<file path="src/rtl/line_mem_ctrl.sv">
// Memory-side line responder: optional dirty-victim writeback, then a line fill,
// both sequenced as single-word beats into a synchronous single-port word RAM.
module line_mem_ctrl #(
  parameter int LINE_WORDS = 4,
  parameter int RAM_AW     = 12,
  parameter int RAM_LAT    = 1
) (
  input  logic                      clk_i,
  input  logic                      rst_i,
  input  logic                      req_valid_i,
  output logic                      req_ready_o,
  input  logic                      req_wb_i,
  input  logic [31:0]               req_wb_addr_i,
  input  logic [32*LINE_WORDS-1:0]  req_wb_words_i,
  input  logic [31:0]               req_addr_i,
  output logic                      resp_valid_o,
  input  logic                      resp_ready_i,
  output logic [32*LINE_WORDS-1:0]  resp_words_o,
  output logic [RAM_AW-1:0]         ram_addr_o,
  output logic                      ram_we_o,
  output logic [31:0]               ram_wdata_o,
  input  logic [31:0]               ram_rdata_i
);

  localparam int BW  = $clog2(LINE_WORDS);
  localparam int LNW = RAM_AW - BW;

  typedef enum logic [2:0] {
    IDLE  = 3'd0,
    WB    = 3'd1,
    RD    = 3'd2,
    DRAIN = 3'd3,
    RESP  = 3'd4
  } state_t;

  state_t             state_q;
  logic [BW-1:0]      beat_q;
  logic [BW-1:0]      beat_d;
  logic               last_beat;
  logic [LNW-1:0]     wb_line_q;
  logic [LNW-1:0]     fill_line_q;
  logic [31:0]        wb_words_q [LINE_WORDS];
  logic [31:0]        resp_words_q [LINE_WORDS];
  logic               req_ready_q;
  logic               resp_valid_q;
  logic [RAM_AW-1:0]  ram_addr_q;
  logic               ram_we_q;
  logic [31:0]        ram_wdata_q;
  logic               iss_vld_q;
  logic [BW-1:0]      iss_beat_q;
  logic [RAM_LAT-1:0] pipe_vld_q;
  logic [BW-1:0]      pipe_beat_q [RAM_LAT];
  logic               pipe_busy_d;
  logic               capture;
  logic               unused_addr_bits;

  // Byte offset and beat field are replaced by the beat counter; bits above the RAM are dropped.
  assign unused_addr_bits = ^{req_wb_addr_i[31:RAM_AW+2], req_wb_addr_i[BW+1:0],
                              req_addr_i[31:RAM_AW+2], req_addr_i[BW+1:0]};

  assign beat_d    = beat_q + BW'(1);
  assign last_beat = (beat_q == BW'(LINE_WORDS - 1));
  assign capture   = pipe_vld_q[RAM_LAT-1] && ((state_q == RD) || (state_q == DRAIN));

  // True while some read will still be in flight after the coming edge (the exiting slot excluded).
  always_comb begin
    pipe_busy_d = iss_vld_q;
    for (int i = 0; i < RAM_LAT - 1; i++) begin
      pipe_busy_d = pipe_busy_d | pipe_vld_q[i];
    end
  end

  // iss_* tags the address currently on the RAM bus; the pipe then ages it RAM_LAT edges.
  always_ff @(posedge clk_i or posedge rst_i) begin
    if (rst_i) begin
      iss_vld_q  <= 1'b0;
      iss_beat_q <= '0;
      pipe_vld_q <= '0;
      for (int i = 0; i < RAM_LAT; i++) begin
        pipe_beat_q[i] <= '0;
      end
    end else begin
      iss_vld_q      <= (state_q == RD);
      iss_beat_q     <= beat_q;
      pipe_vld_q[0]  <= iss_vld_q;
      pipe_beat_q[0] <= iss_beat_q;
      for (int i = 1; i < RAM_LAT; i++) begin
        pipe_vld_q[i]  <= pipe_vld_q[i-1];
        pipe_beat_q[i] <= pipe_beat_q[i-1];
      end
    end
  end

  always_ff @(posedge clk_i or posedge rst_i) begin
    if (rst_i) begin
      state_q      <= IDLE;
      beat_q       <= '0;
      wb_line_q    <= '0;
      fill_line_q  <= '0;
      req_ready_q  <= 1'b1;
      resp_valid_q <= 1'b0;
      ram_addr_q   <= '0;
      ram_we_q     <= 1'b0;
      ram_wdata_q  <= '0;
      for (int i = 0; i < LINE_WORDS; i++) begin
        wb_words_q[i]   <= '0;
        resp_words_q[i] <= '0;
      end
    end else begin
      if (capture) begin
        resp_words_q[pipe_beat_q[RAM_LAT-1]] <= ram_rdata_i;
      end
      case (state_q)
        IDLE: begin
          ram_we_q <= 1'b0;
          if (req_valid_i && req_ready_q) begin
            req_ready_q <= 1'b0;
            beat_q      <= '0;
            wb_line_q   <= req_wb_addr_i[RAM_AW+1:BW+2];
            fill_line_q <= req_addr_i[RAM_AW+1:BW+2];
            for (int i = 0; i < LINE_WORDS; i++) begin
              wb_words_q[i] <= req_wb_words_i[i*32 +: 32];
            end
            state_q <= req_wb_i ? WB : RD;
          end
        end
        WB: begin
          ram_we_q    <= 1'b1;
          ram_addr_q  <= {wb_line_q, beat_q};
          ram_wdata_q <= wb_words_q[beat_q];
          beat_q      <= beat_d;
          if (last_beat) begin
            state_q <= RD;
          end
        end
        RD: begin
          ram_we_q   <= 1'b0;
          ram_addr_q <= {fill_line_q, beat_q};
          beat_q     <= beat_d;
          if (last_beat) begin
            state_q <= DRAIN;
          end
        end
        DRAIN: begin
          ram_we_q <= 1'b0;
          if (!pipe_busy_d) begin
            resp_valid_q <= 1'b1;
            state_q      <= RESP;
          end
        end
        RESP: begin
          ram_we_q <= 1'b0;
          if (resp_ready_i) begin
            resp_valid_q <= 1'b0;
            req_ready_q  <= 1'b1;
            state_q      <= IDLE;
          end
        end
        default: begin
          ram_we_q <= 1'b0;
          state_q  <= IDLE;
        end
      endcase
    end
  end

  for (genvar g = 0; g < LINE_WORDS; g++) begin : g_resp
    assign resp_words_o[g*32 +: 32] = resp_words_q[g];
  end

  assign req_ready_o  = req_ready_q;
  assign resp_valid_o = resp_valid_q;
  assign ram_addr_o   = ram_addr_q;
  assign ram_we_o     = ram_we_q;
  assign ram_wdata_o  = ram_wdata_q;

endmodule
</file>
<file path="config.mk">
export PLATFORM = sky130hd
export DESIGN_NAME = line_mem_ctrl
export DESIGN_NICKNAME = d
export VERILOG_FILES = /design/src/rtl/line_mem_ctrl.sv
export SDC_FILE = /design/constraint.sdc
export NUM_CORES = 1
export LEC_CHECK = 0
export ABC_CLOCK_PERIOD_IN_PS = 13840
export CAP_MARGIN = 40
export CELL_PAD_IN_SITES_DETAIL_PLACEMENT = 1
export CELL_PAD_IN_SITES_GLOBAL_PLACEMENT = 1
export CORE_UTILIZATION = 38
export CTS_CLUSTER_SIZE = 30
export DETAILED_ROUTE_END_ITERATION = 10
export HOLD_SLACK_MARGIN = 0.06
export MAX_ROUTING_LAYER = met4
export PLACE_DENSITY = 0.87
export SYNTH_ARGS = -nofsm -noshare
export SYNTH_HDL_FRONTEND = slang
export SYNTH_SLANG_ARGS = --single-unit
</file>
<file path="constraint.sdc">
create_clock -name clk_i -period 13.84 [get_ports clk_i]
set_clock_uncertainty 0.15 [all_clocks]
set_input_delay 2.768 -clock clk_i [delete_from_list [all_inputs] [get_ports clk_i]]
set_output_delay 2.768 -clock clk_i [all_outputs]
set_load 0.005 [all_outputs]
</file>
==> insert_results.sql <==
INSERT INTO impl_metrics (metric_group, metric, value, unit) VALUES
('finish', 'most-common-layout-cells', 'sky130_fd_sc_hd__clkdlybuf4s50_1 (359), sky130_fd_sc_hd__dfrtp_1 (332), sky130_fd_sc_hd__mux2_1 (216), sky130_fd_sc_hd__mux2i_1 (65), sky130_fd_sc_hd__mux2_2 (62)', ''),
('setup_path', 'timing_worst_setup_path_type', 'input port to flip-flop', ''),
('synth', 'synth-warning-count', '0', ''),
('setup_path', 'critPathLaunchType', 'input port', ''),
('setup_path', 'timing.critical_path.arrival', '5370', 'ps'),
('setup_path', 'timing.critical_path.to_type', 'flip-flop', ''),
('synth', 'mux_cell_area_share_after_synthesis', '0.284', ''),
('clocking', 'clock_insertion_delay_worst_skew', '510', 'ps'),
('hold_path', 'hold_path.class', 'flip-flop to flip-flop', ''),
('timing', 'rsz0062_at_grt', 'false', ''),
('synth', 'synthAdderAreaFrac', '0.000939', ''),
('global_routing', 'antenna_found_initial', '4', ''),
('global_routing', 'global_route_usage_over_all_layers', '0.216', ''),
('finish', 'layout.cells.most_common', 'sky130_fd_sc_hd__clkdlybuf4s50_1', ''),
('timing', 'slew_margin_rel', '0.263', ''),
('power_and_ir_drop', 'power_leakage', '8.48', 'nW'),
('synth', 'yosysUniqueCellTypes', '35', ''),
('placement', 'post_place_cell_area', '0.0174', 'sq mm'),
('placement', 'dpl.hpwl', '24.8', 'mm'),
('power_and_ir_drop', 'ir_drop_worst_vdd', '75.4', 'uV'),
('synth', 'synth-compound-area-share', '0.0330', ''),
('drt', 'wire_length_reported_by_the_detailed_router', '37.1', 'mm'),
('die', 'die_width', '189', 'um'),
('clocking', 'cts_repair_resize_count', '0', ''),
('clocking', 'cts_setup_buffers', '0', ''),
('synth', 'number_of_instances_in_the_synthesized_netlist', '883', ''),
('drt', 'routedWlPerCell', '21.5', 'um'),
('die', 'fp.coreArea', '0.0345', 'sq mm'),
('timing', 'max_freq', '195', 'MHz'),
('synth', 'synth_area_per_cell', '15.1', 'sq um'),
('timing', 'finalHoldViolations', '0', ''),
('synth', 'async_reset_ff_frac', '1.00', ''),
('drt', 'route.detailed.drc', '0', ''),
('drt', 'number_of_search_and_repair_iterations_in_the_first_detailed_routing_pass', '4', ''),
('setup_path', 'timing.critical_path.required', '14070', 'ps'),
('global_routing', 'grt_remaining_overflow', '0', ''),
('finish', 'fin_util', '0.538', ''),
('die', 'fp.dieH', '189', 'um'),
('status', 'outcome', 'completed', ''),
('setup_path', 'critical_path_peak_fanout', '64', ''),
('die', 'initial_standard_cell_utilization_of_the_core', '0.386', ''),
('power_and_ir_drop', 'power-per-cell-area', '110', 'mW/mm^2'),
('synth', 'synth_top_family_by_area', 'multiplexers', ''),
('drt', 'vias_per_cell', '5.11', ''),
('global_routing', 'largest_net_degree_at_the_start_of_global_routing', '186', ''),
('timing', 'post-route-min-period', '5140', 'ps'),
('timing', 'period_share', '0.371', ''),
('timing', 'setup_viol', '0', ''),
('die', 'die_footprint', '0.0358', 'sq mm'),
('placement', 'gp_congestion', '0.771', ''),
('synth', 'yosys.area_share.xor_xnor', '0', ''),
('synth', 'synth-simple-area-share', '0.0346', ''),
('finish', 'finish.instance_area', '0.0186', 'sq mm'),
('synth', 'number_of_flops_mapped_to_enable_cells_by_yosys', '0', ''),
('drt', 'antenna_violating_nets_post_route', '0', ''),
('drt', 'detail_route.iter0.violations', '369', ''),
('job', 'drv.max_cap_violation_count', '0', ''),
('finish', 'area_delta_synth_final', '39.4', '%'),
('global_routing', 'grt_pass1_vias', '10054', ''),
('clocking', 'inserted_clock_buffers', '37', ''),
('synth', 'yosys_register_bits', '334', ''),
('placement', 'number_of_port_buffers', '359', ''),
('global_routing', 'grt_pass1_wl', '58.2', 'mm'),
('synth', 'post_syn_area', '0.0133', 'sq mm'),
('timing', 'totalNegativeSetupSlack', '0', 'ps'),
('synth', 'syn_nets', '1113', ''),
('clocking', 'clock_transition_at_the_registers_of_the_reported_paths', '60', 'ps'),
('die', 'top_ports', '404', ''),
('timing', 'final_max_slew_viol_count', '0', ''),
('synth', 'synth_seq_area_share', '0.627', ''),
('drt', 'vias', '8793', ''),
('die', 'placementRows', '68', ''),
('clocking', 'cts_root_buf', 'sky130_fd_sc_hd__clkbuf_16', ''),
('clocking', 'hold_buffers', '0', ''),
('power_and_ir_drop', 'total_power', '0.00204', 'W'),
('timing', 'worst-slew-pin-transition', '1110', 'ps'),
('finish', 'finish.net_count', '1468', ''),
('finish', 'layout-drive-gt1-share', '0.107', ''),
('clocking', 'htreeDepth', '2', ''),
('synth', 'yosys_most_used_dff', 'sky130_fd_sc_hd__dfrtp_1', ''),
('clocking', 'cts-root-to-sink-buffers', '3', ''),
('clocking', 'cts_sinks', '334', ''),
('clocking', 'cts_tree', 'done', '');
Yosys cell counts, types with 2 or more instances:
library cell / number / share of area
sky130_fd_sc_hd__inv_1: 3 / 0.00084
sky130_fd_sc_hd__buf_2: 31 / 0.012
sky130_fd_sc_hd__mux2_1: 216 / 0.18
sky130_fd_sc_hd__buf_4: 3 / 0.0017
sky130_fd_sc_hd__o221ai_1: 32 / 0.021
sky130_fd_sc_hd__or3b_1: 3 / 0.0020
sky130_fd_sc_hd__a31oi_1: 11 / 0.0052
sky130_fd_sc_hd__mux2_2: 62 / 0.052
sky130_fd_sc_hd__clkbuf_1: 21 / 0.0059
sky130_fd_sc_hd__a21o_1: 2 / 0.0011
sky130_fd_sc_hd__nand2b_1: 5 / 0.0023
sky130_fd_sc_hd__a22o_1: 2 / 0.0013
sky130_fd_sc_hd__o21ai_0: 2 / 0.00075
sky130_fd_sc_hd__nand2_1: 59 / 0.017
sky130_fd_sc_hd__dfrtp_1: 333 / 0.63
sky130_fd_sc_hd__mux2i_1: 65 / 0.049
sky130_fd_sc_hd__or3_1: 2 / 0.00094
sky130_fd_sc_hd__nor2_1: 13 / 0.0037
sky130_fd_sc_hd__nand3b_1: 2 / 0.0011
final timing paths:
kind | startpoint | end | slack, ps | cells after the start
max | req_valid_i | wb_words_q[15] | 8700 | 8
min in group asynchronous | rst_i | wb_line_q[5] | 2500 | 2
max in group asynchronous | rst_i | wb_words_q[99] | 9690 | 3
max reg2reg | state_q[1] | wb_words_q[15] | 10890 | 6
min reg2reg | iss_beat_q[1] | pipe_beat_q[1] | 200 | 0
min | iss_beat_q[1] | pipe_beat_q[1] | 200 | 0
logic make-up (layout without fill, tap and decap cells):
| group | after synthesis | in the layout |
|---|---|---|
| AOI/OAI and AO/OA | 55 | 55 |
| DFF | 334 | 334 |
| adders and majority gates | 1 | 1 |
| muxes | 343 | 343 |
| other | 0 | 4 |
| and+or+nand+nor | 91 | 91 |
| buffers and inverters | 59 | 438 |
sequential cells by signal (all words and copies together), names as in the netlist:
register	count
beat_q	2
fill_line_q	10
iss_beat_q	2
iss_vld_q	1
pipe_beat_q	2
pipe_vld_q	1
ram_addr_o	12
ram_wdata_o	32
ram_we_o	1
req_ready_o	1
resp_valid_o	1
resp_words_o	128
state_q	3
wb_line_q	10
wb_words_q	128
final cells by class:
type | instances | area, sq um
fillers | 3352 | 16000
clock inverters | 4 | 30.0
repair buffers | 371 | 3760
clock buffers | 59 | 1120
inverters | 4 | 22.5
multi-input cells | 490 | 4710
diodes | 4 | 10.0
well taps | 455 | 569
flip-flops and latches | 334 | 8360
worst max-delay path, cell delays in order:
cell,delay (ps)
sky130_fd_sc_hd__clkdlybuf4s50_1,510
sky130_fd_sc_hd__nand2_1,130
sky130_fd_sc_hd__nor4_4,240
sky130_fd_sc_hd__buf_4,270
sky130_fd_sc_hd__buf_16,300
sky130_fd_sc_hd__buf_4,390
sky130_fd_sc_hd__buf_16,310
sky130_fd_sc_hd__mux2_1,370
stage by stage:
step | setup WS, ps | std cells | hold slack (ps)
final | 8700 | 1721 | 203
after global routing | 8600 | 1721 | 216
after CTS | 8700 | 1717 | 209
after detailed placement | 8200 | 1654 | 196
after global placement | 7780 | 1651 | 182
after floorplan | 1670 | 883 | 181
layer usage:
| metal | vias to the layer above | share of wire | global-route usage |
|---|---|---|---|
| met5 | - | 0 | - |
| met4 | 0 | 0.027 | 0.0664 |
| met3 | 63 | 0.089 | 0.0760 |
| met2 | 321 | 0.49 | 0.358 |
| met1 | 4519 | 0.39 | 0.244 |
| li1 | 3890 | - | - |
power breakdown:
part / internal [W] / total [W] / switching (W)
Clock: 0.000554 / 0.000937 / 0.000383
Combinational: 0.0000677 / 0.000108 / 0.0000405
Sequential: 0.000986 / 0.000992 / 0.00000541
(Power assumes the default switching activity.)
